$ cat src/rtl/hazard_pkg.sv
// Shared types for the pipeline hazard controller: forwarding selects and
// the data-memory wait FSM states.
package hazard_pkg;

  typedef enum logic [1:0] {
    FWD_RF  = 2'b00,
    FWD_WB  = 2'b01,
    FWD_MEM = 2'b10
  } fwd_sel_t;

  typedef enum logic {
    RUN  = 1'b0,
    WAIT = 1'b1
  } mw_state_t;

endpackage

$ cat src/rtl/mem_wait_fsm.sv
// Data-memory wait FSM: holds mem_stall for MEM_LAT-1 cycles per access in M,
// then releases for exactly one cycle so the access can leave M.
module mem_wait_fsm
  import hazard_pkg::*;
#(
  parameter int MEM_LAT = 3
) (
  input  logic clk,
  input  logic rst,
  input  logic memaccess_M,
  output logic mem_stall
);

  localparam int CNT_W = (MEM_LAT > 1) ? $clog2(MEM_LAT) : 1;
  localparam logic [CNT_W-1:0] CNT_LOAD = (MEM_LAT > 1) ? CNT_W'(MEM_LAT - 2) : '0;

  mw_state_t        state, state_next;
  logic [CNT_W-1:0] cnt, cnt_next;

  always_ff @(posedge clk) begin
    if (!rst) begin
      state <= RUN;
      cnt   <= '0;
    end else begin
      state <= state_next;
      cnt   <= cnt_next;
    end
  end

  // The release cycle (WAIT, cnt==0) always returns to RUN, so an access that
  // is still sitting in M during release cannot re-trigger the wait.
  always_comb begin
    state_next = state;
    cnt_next   = cnt;
    mem_stall  = 1'b0;
    case (state)
      RUN: begin
        if (memaccess_M && (MEM_LAT > 1)) begin
          mem_stall  = 1'b1;
          state_next = WAIT;
          cnt_next   = CNT_LOAD;
        end
      end
      WAIT: begin
        if (cnt != '0) begin
          mem_stall = 1'b1;
          cnt_next  = cnt - CNT_W'(1);
        end else begin
          state_next = RUN;
        end
      end
      default: state_next = RUN;
    endcase
  end

endmodule

$ cat src/rtl/hazard_unit.sv
// Pipeline hazard controller: operand forwarding for E, load-use bubbles,
// taken-branch squashing, memory-wait freeze and a saturating stall counter.
module hazard_unit
  import hazard_pkg::*;
#(
  parameter int N        = 32,
  parameter int REG_W    = 4,
  parameter int MEM_LAT  = 3,
  parameter int ZERO_REG = 0
) (
  input  logic             clk,
  input  logic             rst,
  input  logic [REG_W-1:0] rs1_D,
  input  logic [REG_W-1:0] rs2_D,
  input  logic [REG_W-1:0] rs1_E,
  input  logic [REG_W-1:0] rs2_E,
  input  logic [REG_W-1:0] rd_E,
  input  logic [REG_W-1:0] rd_M,
  input  logic [REG_W-1:0] rd_W,
  input  logic             regwrite_E,
  input  logic             regwrite_M,
  input  logic             regwrite_W,
  input  logic             memread_E,
  input  logic             memaccess_M,
  input  logic             branch_taken_E,
  output logic [1:0]       fwd_a_E,
  output logic [1:0]       fwd_b_E,
  output logic             stall_F,
  output logic             stall_D,
  output logic             stall_E,
  output logic             stall_M,
  output logic             flush_F,
  output logic             flush_E,
  output logic             flush_W,
  output logic [N-1:0]     perf_stall
);

  logic     mem_stall;
  logic     load_use;
  fwd_sel_t fwd_a, fwd_b;

  mem_wait_fsm #(.MEM_LAT(MEM_LAT)) u_mem_wait (
    .clk         (clk),
    .rst         (rst),
    .memaccess_M (memaccess_M),
    .mem_stall   (mem_stall)
  );

  // Register match that ignores the hardwired zero register when enabled.
  function automatic logic reg_match(input logic [REG_W-1:0] a, input logic [REG_W-1:0] b);
    return (a == b) && !((ZERO_REG != 0) && (a == '0));
  endfunction

  // M is checked last so it wins over W when both hold the register.
  always_comb begin
    fwd_a = FWD_RF;
    fwd_b = FWD_RF;
    if (regwrite_W && reg_match(rd_W, rs1_E)) fwd_a = FWD_WB;
    if (regwrite_M && reg_match(rd_M, rs1_E)) fwd_a = FWD_MEM;
    if (regwrite_W && reg_match(rd_W, rs2_E)) fwd_b = FWD_WB;
    if (regwrite_M && reg_match(rd_M, rs2_E)) fwd_b = FWD_MEM;
  end

  assign load_use = memread_E && regwrite_E &&
                    (reg_match(rd_E, rs1_D) || reg_match(rd_E, rs2_D));

  // Priority: reset, then memory freeze, then taken branch, then load-use.
  always_comb begin
    fwd_a_E = fwd_a;
    fwd_b_E = fwd_b;
    stall_F = 1'b0;
    stall_D = 1'b0;
    stall_E = 1'b0;
    stall_M = 1'b0;
    flush_F = 1'b0;
    flush_E = 1'b0;
    flush_W = 1'b0;
    if (!rst) begin
      fwd_a_E = FWD_RF;
      fwd_b_E = FWD_RF;
      flush_F = 1'b1;
      flush_E = 1'b1;
      flush_W = 1'b1;
    end else if (mem_stall) begin
      stall_F = 1'b1;
      stall_D = 1'b1;
      stall_E = 1'b1;
      stall_M = 1'b1;
      flush_W = 1'b1;
    end else if (branch_taken_E) begin
      flush_F = 1'b1;
      flush_E = 1'b1;
    end else if (load_use) begin
      stall_F = 1'b1;
      stall_D = 1'b1;
      flush_E = 1'b1;
    end
  end

  always_ff @(posedge clk) begin
    if (!rst) begin
      perf_stall <= '0;
    end else if (stall_D && (perf_stall != {N{1'b1}})) begin
      perf_stall <= perf_stall + N'(1);
    end
  end

endmodule

$ cat config.mk
export PLATFORM = sky130hd
export DESIGN_NAME = hazard_unit
export DESIGN_NICKNAME = d
export VERILOG_FILES = /design/src/rtl/hazard_pkg.sv /design/src/rtl/mem_wait_fsm.sv /design/src/rtl/hazard_unit.sv
export SDC_FILE = /design/constraint.sdc
export NUM_CORES = 1
export LEC_CHECK = 0
export ABC_AREA = 1
export BUFFER_PORTS_ARGS = -buffer_cell sky130_fd_sc_hd__buf_2
export CORE_AREA = 8 8 77 79
export CTS_BUF_LIST = sky130_fd_sc_hd__clkbuf_4
export DETAILED_ROUTE_END_ITERATION = 8
export DIE_AREA = 0 0 85 87
export PLACE_DENSITY = 0.86
export SLEW_MARGIN = 40
export SYNTH_ARGS = -nofsm -noshare
export SYNTH_HDL_FRONTEND = slang
export SYNTH_SLANG_ARGS = --single-unit
$ cat constraint.sdc
create_clock -name clk -period 4.4 [get_ports clk]
set_input_delay 0.44 -clock clk [delete_from_list [all_inputs] [get_ports clk]]
set_output_delay 0.44 -clock clk [all_outputs]
set_load 0.03 [all_outputs]
Word-level counts from Yosys, hierarchy flattened:

Cells that the tools add are included.
Widths: inputs -> output; s select.

* $add $sub $neg: 2
* multiply operators: 0
* divide/modulo/power cells: 0
* $lt $le $gt $ge: 0
* equal/unequal tests: 9
* shift-type cells: 0
* multiplexer cells: 25
* bitwise gates (word level): 1
* reduce and logical (&&, ||, !) cells: 10

Operators with widths (count)
* $add 32x1->32 const B: 1
* $ne 32x32->1 const B: 1
* $eq 4x4->1: 6
* $mux 1: 17
* $mux 2: 6
* $logic_and 1x1->1: 7
* $ne 2x2->1 const B: 2
* $pmux 2 s2: 1
* $pmux 1 s2: 1
* $reduce_and 2->1: 1
* $reduce_bool 2->1: 1
* $sub 2x1->2 const B: 1
* $logic_or 1x1->1: 1
* $not 1->1: 1

* flip-flop bits (word level): 35
* latch bits: 0
* memory bits (writable): 0
* memory bits (read-only): 0
* input port bits: 36
* output and inout bits: 43
* logic and storage cells: 50
* memories kept: 0

Longest topological paths before layout:

Gate-level depths: netlist (run 1).

* depth in word-level cells: 8
* gate-level depth with buffers: 13
* depth with buffers taken out: 12

Hierarchy:

A second synthesis (run 1) with hierarchy kept.

* cells, all modules: 460
* area total of the unflattened synthesis: 2748.9 um^2

By module, submodules not included
* hazard_unit: times used 1, cells an instance 440, area an instance 2592.5 um^2, seq. area each 640.6 um^2
* mem_wait_fsm: times used 1, cells an instance 20, area an instance 156.4 um^2, seq. area each 60.1 um^2

Least setup slack after synthesis (run 1):

Ideal clock, no wire load.

* kind: register to output
* from: register u_mem_wait.cnt[0]
* to: output port stall_F
* arrival time: 1.877 ns
* required time: 3.960 ns
* path slack: 2.083 ns
* cell stages (with the launch flop): 12
* buffers on the path: 2
* cells stage by stage: dfxtp_1 -> inv_1 -> ha_1 -> inv_1 -> nand2_1 -> o21ai_1 -> inv_1 -> nor2_2 -> inv_1 -> nand2_2 -> buf_2 -> buf_4

* longest elaborated chain between the ends: 5

RTL lines
* start, declared: RTL line mem_wait_fsm.sv:18 `logic [CNT_W-1:0] cnt, cnt_next;`
* start signal, assigned: RTL line mem_wait_fsm.sv:26 `cnt <= cnt_next;`
* $reduce_bool 2->1: RTL line mem_wait_fsm.sv:45 `if (cnt != '0) begin`
* $mux 1: RTL line mem_wait_fsm.sv:45
* $pmux 1 s2: RTL line mem_wait_fsm.sv:36 `case (state)`
* $mux 1 (2 in series)
* end, declared: RTL line hazard_unit.sv:28 `output logic stall_F,`

No other way between the ends.

Worst setup path in the final report (run 1):

* from: register u_mem_wait.cnt[0]
* to: output port stall_D

* longest elaborated chain between the ends: 5

RTL lines
* $reduce_bool 2->1: RTL line mem_wait_fsm.sv:45
* $mux 1: RTL line mem_wait_fsm.sv:45
* $pmux 1 s2: RTL line mem_wait_fsm.sv:36
* $mux 1: RTL line hazard_unit.sv:84 `end else if (mem_stall) begin`
* $mux 1: RTL line hazard_unit.sv:78 `if (!rst) begin`
* end, declared: RTL line hazard_unit.sv:29 `output logic stall_D,`

No other way between the ends.

==> metrics.txt, run 1 <==
final estimated routing congestion in global placement 0.960; Post-Syn Instances 452; largest cells by area after synthesis dfxtp_1, nand2_1, nor2_1; Synth Area in Adders 0.948%; pwr/cell area 196 nW/µm²; synthesized area 2640 µm²; min Tclk post-route 2.76 ns; Tcrit/Tclk final 62.6%; antenna viol nets, final 0; crit start category flip-flop; Peak Freq 363 MHz; Seq/Total Area, Yosys 26.5%; Worst-Margin Slew 0.718 ns; Ports 79; Final nets 561; CTS Buf Count 5; first-pass detailed-route iteration total 4; Chip Width 85 µm; CTS Buffer Depth 2; Yosys warnings 0; Synth top area share 26.5%; routed length per instance 13.0 µm; Hold WS 0.353 ns; first-pass GRT wire length 13.2 mm; initial antenna violation count 0; worst min path class in2reg; Site Rows 26; cell family with most CP delay simple AND/OR/NAND/NOR gates; layout cell share with drive strength beyond 1 18.2%; CP Cell Sequence inv_1 -> ha_1 -> inv_1 -> nand2_1 -> o21ai_1 -> inv_1 -> nor2_2 -> inv_1 -> nand2_2 -> buf_2; TritonCTS clock tree done; Leak 1.39 nW; Synth Area in Compound Gates 9.72%; vias per inst 5.37; htree depth 2; Initial Utilization 54.5%; Worst Skew 0.00756 ns; Synth Area in XOR/XNOR 6.30%; die area 7400 µm²; Synth Register Bits 35; Slew Limit Headroom 52.1%; via count 3105; port bufs 78; post-cts sizing count 0; Max Cap Violations 0; CP peak stage delay 0.50 ns; vias in the first global route 3039; post-synthesis mux area share 0%; largest family of logic cells by synthesized area simple AND/OR/NAND/NOR gates; fillcell total 454; Crit path top cell by count inv_1; Remaining DRCs 0; outcome complete, no violations; Multi-input gate area 1700 µm²; Clock Latency Late Sink 0.34 ns; Final Hold Vio Count 0; final setup fails 0; grt total ovfl 0; Setup Fix Bufs, Post-CTS 0; Yosys cell types 30; worst-path cell with the longest stage delay nand2_2; largest fanout on the critical path 36; worst path bufs/invs 5; Worst-path clk slew 0.10 ns; Placeable Area 4850 µm²; critical path class reg2out; CTS sink cnt 35; largest net degree at the start of global routing 38; max-slew violation count 0; maximum vdd drop 117 µV; # hold bufs at CTS 0; RSZ-0062 raised after global routing no; initial drt markers 262; crit end category primary output; DP HPWL 5.79 mm; Worst EP required 3.96 ns; Arrival @ worst endpoint 2.32 ns; Area Overhead vs Synth 15.8%; register area 701 µm²; TNS Setup 0 ns; gr usage total 21.3%; Ant. Diodes 0; drt total wl 7.52 mm; Synth Area per Inst 5.84 µm²; Post-Synth Simple-Gate Area 47.4%; DIE HEIGHT 87 µm; Total Power 0.000600 W; Root Buffer clkbuf_4; Synth area leader dfxtp_1; Net Count, Synth 490
-- worst register-to-register path, stage by stage, from the launching register on --
cell     delay (ns)
dfxtp_1        0.45
ha_1           0.33
nand2_2        0.12
inv_2          0.08
nand3_2        0.07
nor2_2         0.13
nand3_2        0.57
nand2_4        0.58
nand2_1        0.10
a21oi_1        0.15
-- final timing paths --
| check | from | to | slack, ns | depth (start not counted) |
|---|---|---|---|---|
| min | rst | perf_stall[24] | 0.35 | 3 |
| max | u_mem_wait.cnt[0] | stall_D | 1.64 | 10 |
| max reg2reg | perf_stall[0] | perf_stall[1] | 1.74 | 9 |
| min reg2reg | u_mem_wait.cnt[1] | u_mem_wait.cnt[1] | 0.50 | 2 |
-- state kept, by name, indices dropped and copies added, names as in the netlist --
name,count
u_mem_wait.state,1
perf_stall,32
u_mem_wait.cnt,2
-- layer usage --
layer | GRT usage [%] | up-vias | part of all wire (%)
met5 | 0 | - | 0
met2 | 37.6 | 120 | 48
met1 | 24.0 | 1395 | 41
met3 | 4.81 | 18 | 8.3
met4 | 8.90 | 0 | 1.9
li1 | - | 1572 | -
-- where the power goes --
part / internal, W / switching [W]
registers: 0.000320 / 0.00000290
clock network: 0.0000630 / 0.000106
logic: 0.0000352 / 0.0000725
total: 0.000418 / 0.000182
-- stage by stage --
step	util (%)	area (µm²)	std cells	setup WS, ns
5_1_grt	63.1	3060	578	1.46
3_5_place_dp	62.1	3010	572	1.85
6_report	63.1	3060	578	1.64
4_1_cts	63.1	3060	578	1.64
3_3_place_gp	62.1	3010	572	1.96
2_1_floorplan	-	2640	452	2.08
-- cells by family after synthesis --
group | count (synthesis)
XOR/XNOR | 19
flip-flops | 35
AO/OA/AOI/OAI | 48
adder cells (fa/ha/maj) | 2
buffers and inverters | 54
AND/OR/NAND/NOR | 294
-- Yosys cell counts, drive strengths merged --
library cell,instances
inv,40
clkbuf,2
ha,2
buf,12
o21ai,5
o22ai,5
xnor2,9
nand4,3
nand3b,13
a21oi,35
nand3,39
nor3,2
o2111ai,1
nor4,2
nor2,67
xor2,10
dfxtp,35
a211oi,1
nand2,168
o32ai,1
-- cells in the final DEF (no fill, tap or decap), drive strengths merged --
cell type  instances
nand4              3
ha                 2
o21ai              5
inv               40
a211oi             1
clkbuf             6
xor2              10
o22ai              5
buf               78
o32ai              1
dfxtp             35
nand3b            13
o2111ai            1
nand3             39
nor3               2
nand2            168
a21oi             35
nor4               2
xnor2              9
nor2              67
-- cell type report --
cell class / instances / share of cell area, %
inverter: 40 / 4.91
tap: 56 / 2.29
sequential: 35 / 22.9
multi-input combinational: 363 / 55.6
clock buffer: 6 / 1.47
timing repair buffer: 78 / 12.8
Note: power is estimated with default switching activity, not from simulation.
==> inputs of run 2 (changes only) <==
Settings changed: CORE_AREA 8 8 77 79 to 8 8 79 81, DIE_AREA 0 0 85 87 to 0 0 87 89, PLACE_DENSITY 0.86 to 0.82.
Clock period 4.4 ns to 2.69 ns, I/O delays scaled along.
==> run 2 against run 1 <==
Effect of this change: count of clock-buffer cells in the layout stayed put; routed wire length is 3.0% lower; cell count is 3.5% higher; via count is 0.23% higher; highest routed layer unchanged.
==> metrics.txt, run 2 (synthesized netlist as in run 1, its figures left out) <==
registers with the most flip-flops perf_stall: 32 flops, u_mem_wait.cnt: 2 flops, u_mem_wait.state: 1 flops; Final Hold Vio Count 0 (unchanged); port bufs 78 (unchanged); fillcell total 502 (+11%); drt total wl 7.29 mm (-3.0%); post-cts sizing count 0 (unchanged); Tcrit/Tclk final 85.2%; DIE HEIGHT 89 µm (+2.3%); Root Buffer clkbuf_4; Initial Utilization 53.0% (-1.4 points); Remaining DRCs 0 (unchanged); # hold bufs at CTS 0 (unchanged); CTS Buf Count 5 (unchanged); crit end category primary output; grt total ovfl 0 (unchanged); Site Rows 26 (unchanged); initial drt markers 279 (+6.5%); Setup Fix Bufs, Post-CTS 0 (unchanged); Final nets 565 (+0.71%); first-pass GRT wire length 12.4 mm (-5.8%); final setup fails 0 (unchanged); Clock Latency Late Sink 0.34 ns (about the same); TritonCTS clock tree done; Total Power 0.000984 W (+64%); commonest cells after routing, fill and taps aside nand2_1, buf_2, nor2_1; vias in the first global route 2933 (-3.5%); DP HPWL 5.86 mm (+1.2%); Chip Width 87 µm (+2.4%); Multi-input gate area 1700 µm² (unchanged); Leak 1.41 nW (+1.6%); critical path class reg2out; min Tclk post-route 2.29 ns; CTS Buffer Depth 2 (unchanged); Top reg by flops perf_stall; Reg-to-Reg Start perf_stall[0]; Worst Skew 0.00714 ns (-0.000421 ns); worst min path class in2reg; crit start category flip-flop; HP Start rst; FF-to-FF End perf_stall[23]; htree depth 2 (unchanged); commonest non-fill, non-tap cell in the layout nand2_1; Worst-Margin Slew 0.413 ns (-0.305 ns); largest fanout on the critical path 22 (-39%); Worst-path clk slew 0.10 ns (about the same); Worst EP required 2.42 ns (-1.54 ns); Arrival @ worst endpoint 2.02 ns (-0.30 ns); max reg flops 32 (unchanged); routed length per instance 12.2 µm (-6.3%); die area 7740 µm² (+4.7%); via count 3112 (+0.23%); antenna viol nets, final 0 (unchanged); layout cell share with drive strength beyond 1 18.8% (+0.55 points); CTS sink cnt 35 (unchanged); maximum vdd drop 241 µV (+110%); Peak Freq 437 MHz; max-slew violation count 0 (unchanged); outcome complete, no violations; largest net degree at the start of global routing 36 (-5.3%); first-pass detailed-route iteration total 5 (+1); Worst Setup SP u_mem_wait.cnt[0]; Max Cap Violations 0 (unchanged); RSZ-0062 raised after global routing no; register area 701 µm² (unchanged); Ports 79 (unchanged); initial antenna violation count 0 (unchanged); TNS Setup 0 ns (unchanged); final estimated routing congestion in global placement 0.997 (+3.9%); Ant. Diodes 0 (unchanged); gr usage total 19.5% (-1.8 points); Reg2Reg Depth 9 (unchanged); Slew Limit Headroom 72.4% (+20 points); reg2reg setup slack 0.64 ns (-1.10 ns); Setup crit end stall_D; Placeable Area 4980 µm² (+2.7%); pwr/cell area 316 nW/µm² (+61%); Area Overhead vs Synth 17.9%; vias per inst 5.20 (-3.1%)
## run 2: final cells by class
class	instances	area share (%)
Timing Repair Buffer	82	13.5
Inverter	40	4.83
Sequential cell	35	22.5
Multi-Input combinational cell	363	54.6
Clock buffer	6	1.45
Tap cell	70	2.81
Clock inverter	2	0.241
## run 2: where the power goes
group | switching (W) | total (W) | internal, W | leakage (nW)
Clock | 0.000172 | 0.000279 | 0.000107 | 0.0307
Sequential | 0.00000506 | 0.000528 | 0.000523 | 0.283
Combinational | 0.000117 | 0.000177 | 0.0000598 | 1.10
## run 2: routing by layer
layer	global-route usage, %	vias up	part of all wire, %
li1	-	1591	-
met1	23.3	1358	44
met5	0	-	0
met2	33.0	139	45
met3	4.69	24	7.7
met4	7.36	0	2.6
## run 2: worst min path at each step
stage	end	slack, ns	cells past startpoint
2_1_floorplan	perf_stall[24]	0.39	2
3_3_place_gp	u_mem_wait.cnt[1]	0.47	2
3_5_place_dp	u_mem_wait.cnt[1]	0.48	2
4_1_cts	perf_stall[24]	0.19	3
5_1_grt	perf_stall[24]	0.19	3
6_report	perf_stall[24]	0.20	3
## run 2: critical path, stage by stage (launching register included)
cell and delay (ns):
dfxtp_1 0.35, inv_1 0.06, ha_1 0.19, inv_1 0.05, nand2_1 0.06, o21ai_1 0.07
inv_1 0.08, nor2_2 0.17, inv_1 0.07, nand2_2 0.33, buf_2 0.28
## run 2: metrics by stage
| stage | setup WS (ns) | util, % | hold slack (ns) | area, µm² | instances |
|---|---|---|---|---|---|
| after detailed placement | 0.663 | 61.5 | 0.476 | 3060 | 590 |
| after CTS | 0.382 | 62.5 | 0.192 | 3110 | 598 |
| after global placement | 0.662 | 61.5 | 0.469 | 3060 | 590 |
| after floorplan | 0.544 | - | 0.390 | 2640 | 452 |
| final | 0.399 | 62.5 | 0.196 | 3110 | 598 |
| after global routing | 0.211 | 62.5 | 0.192 | 3110 | 598 |
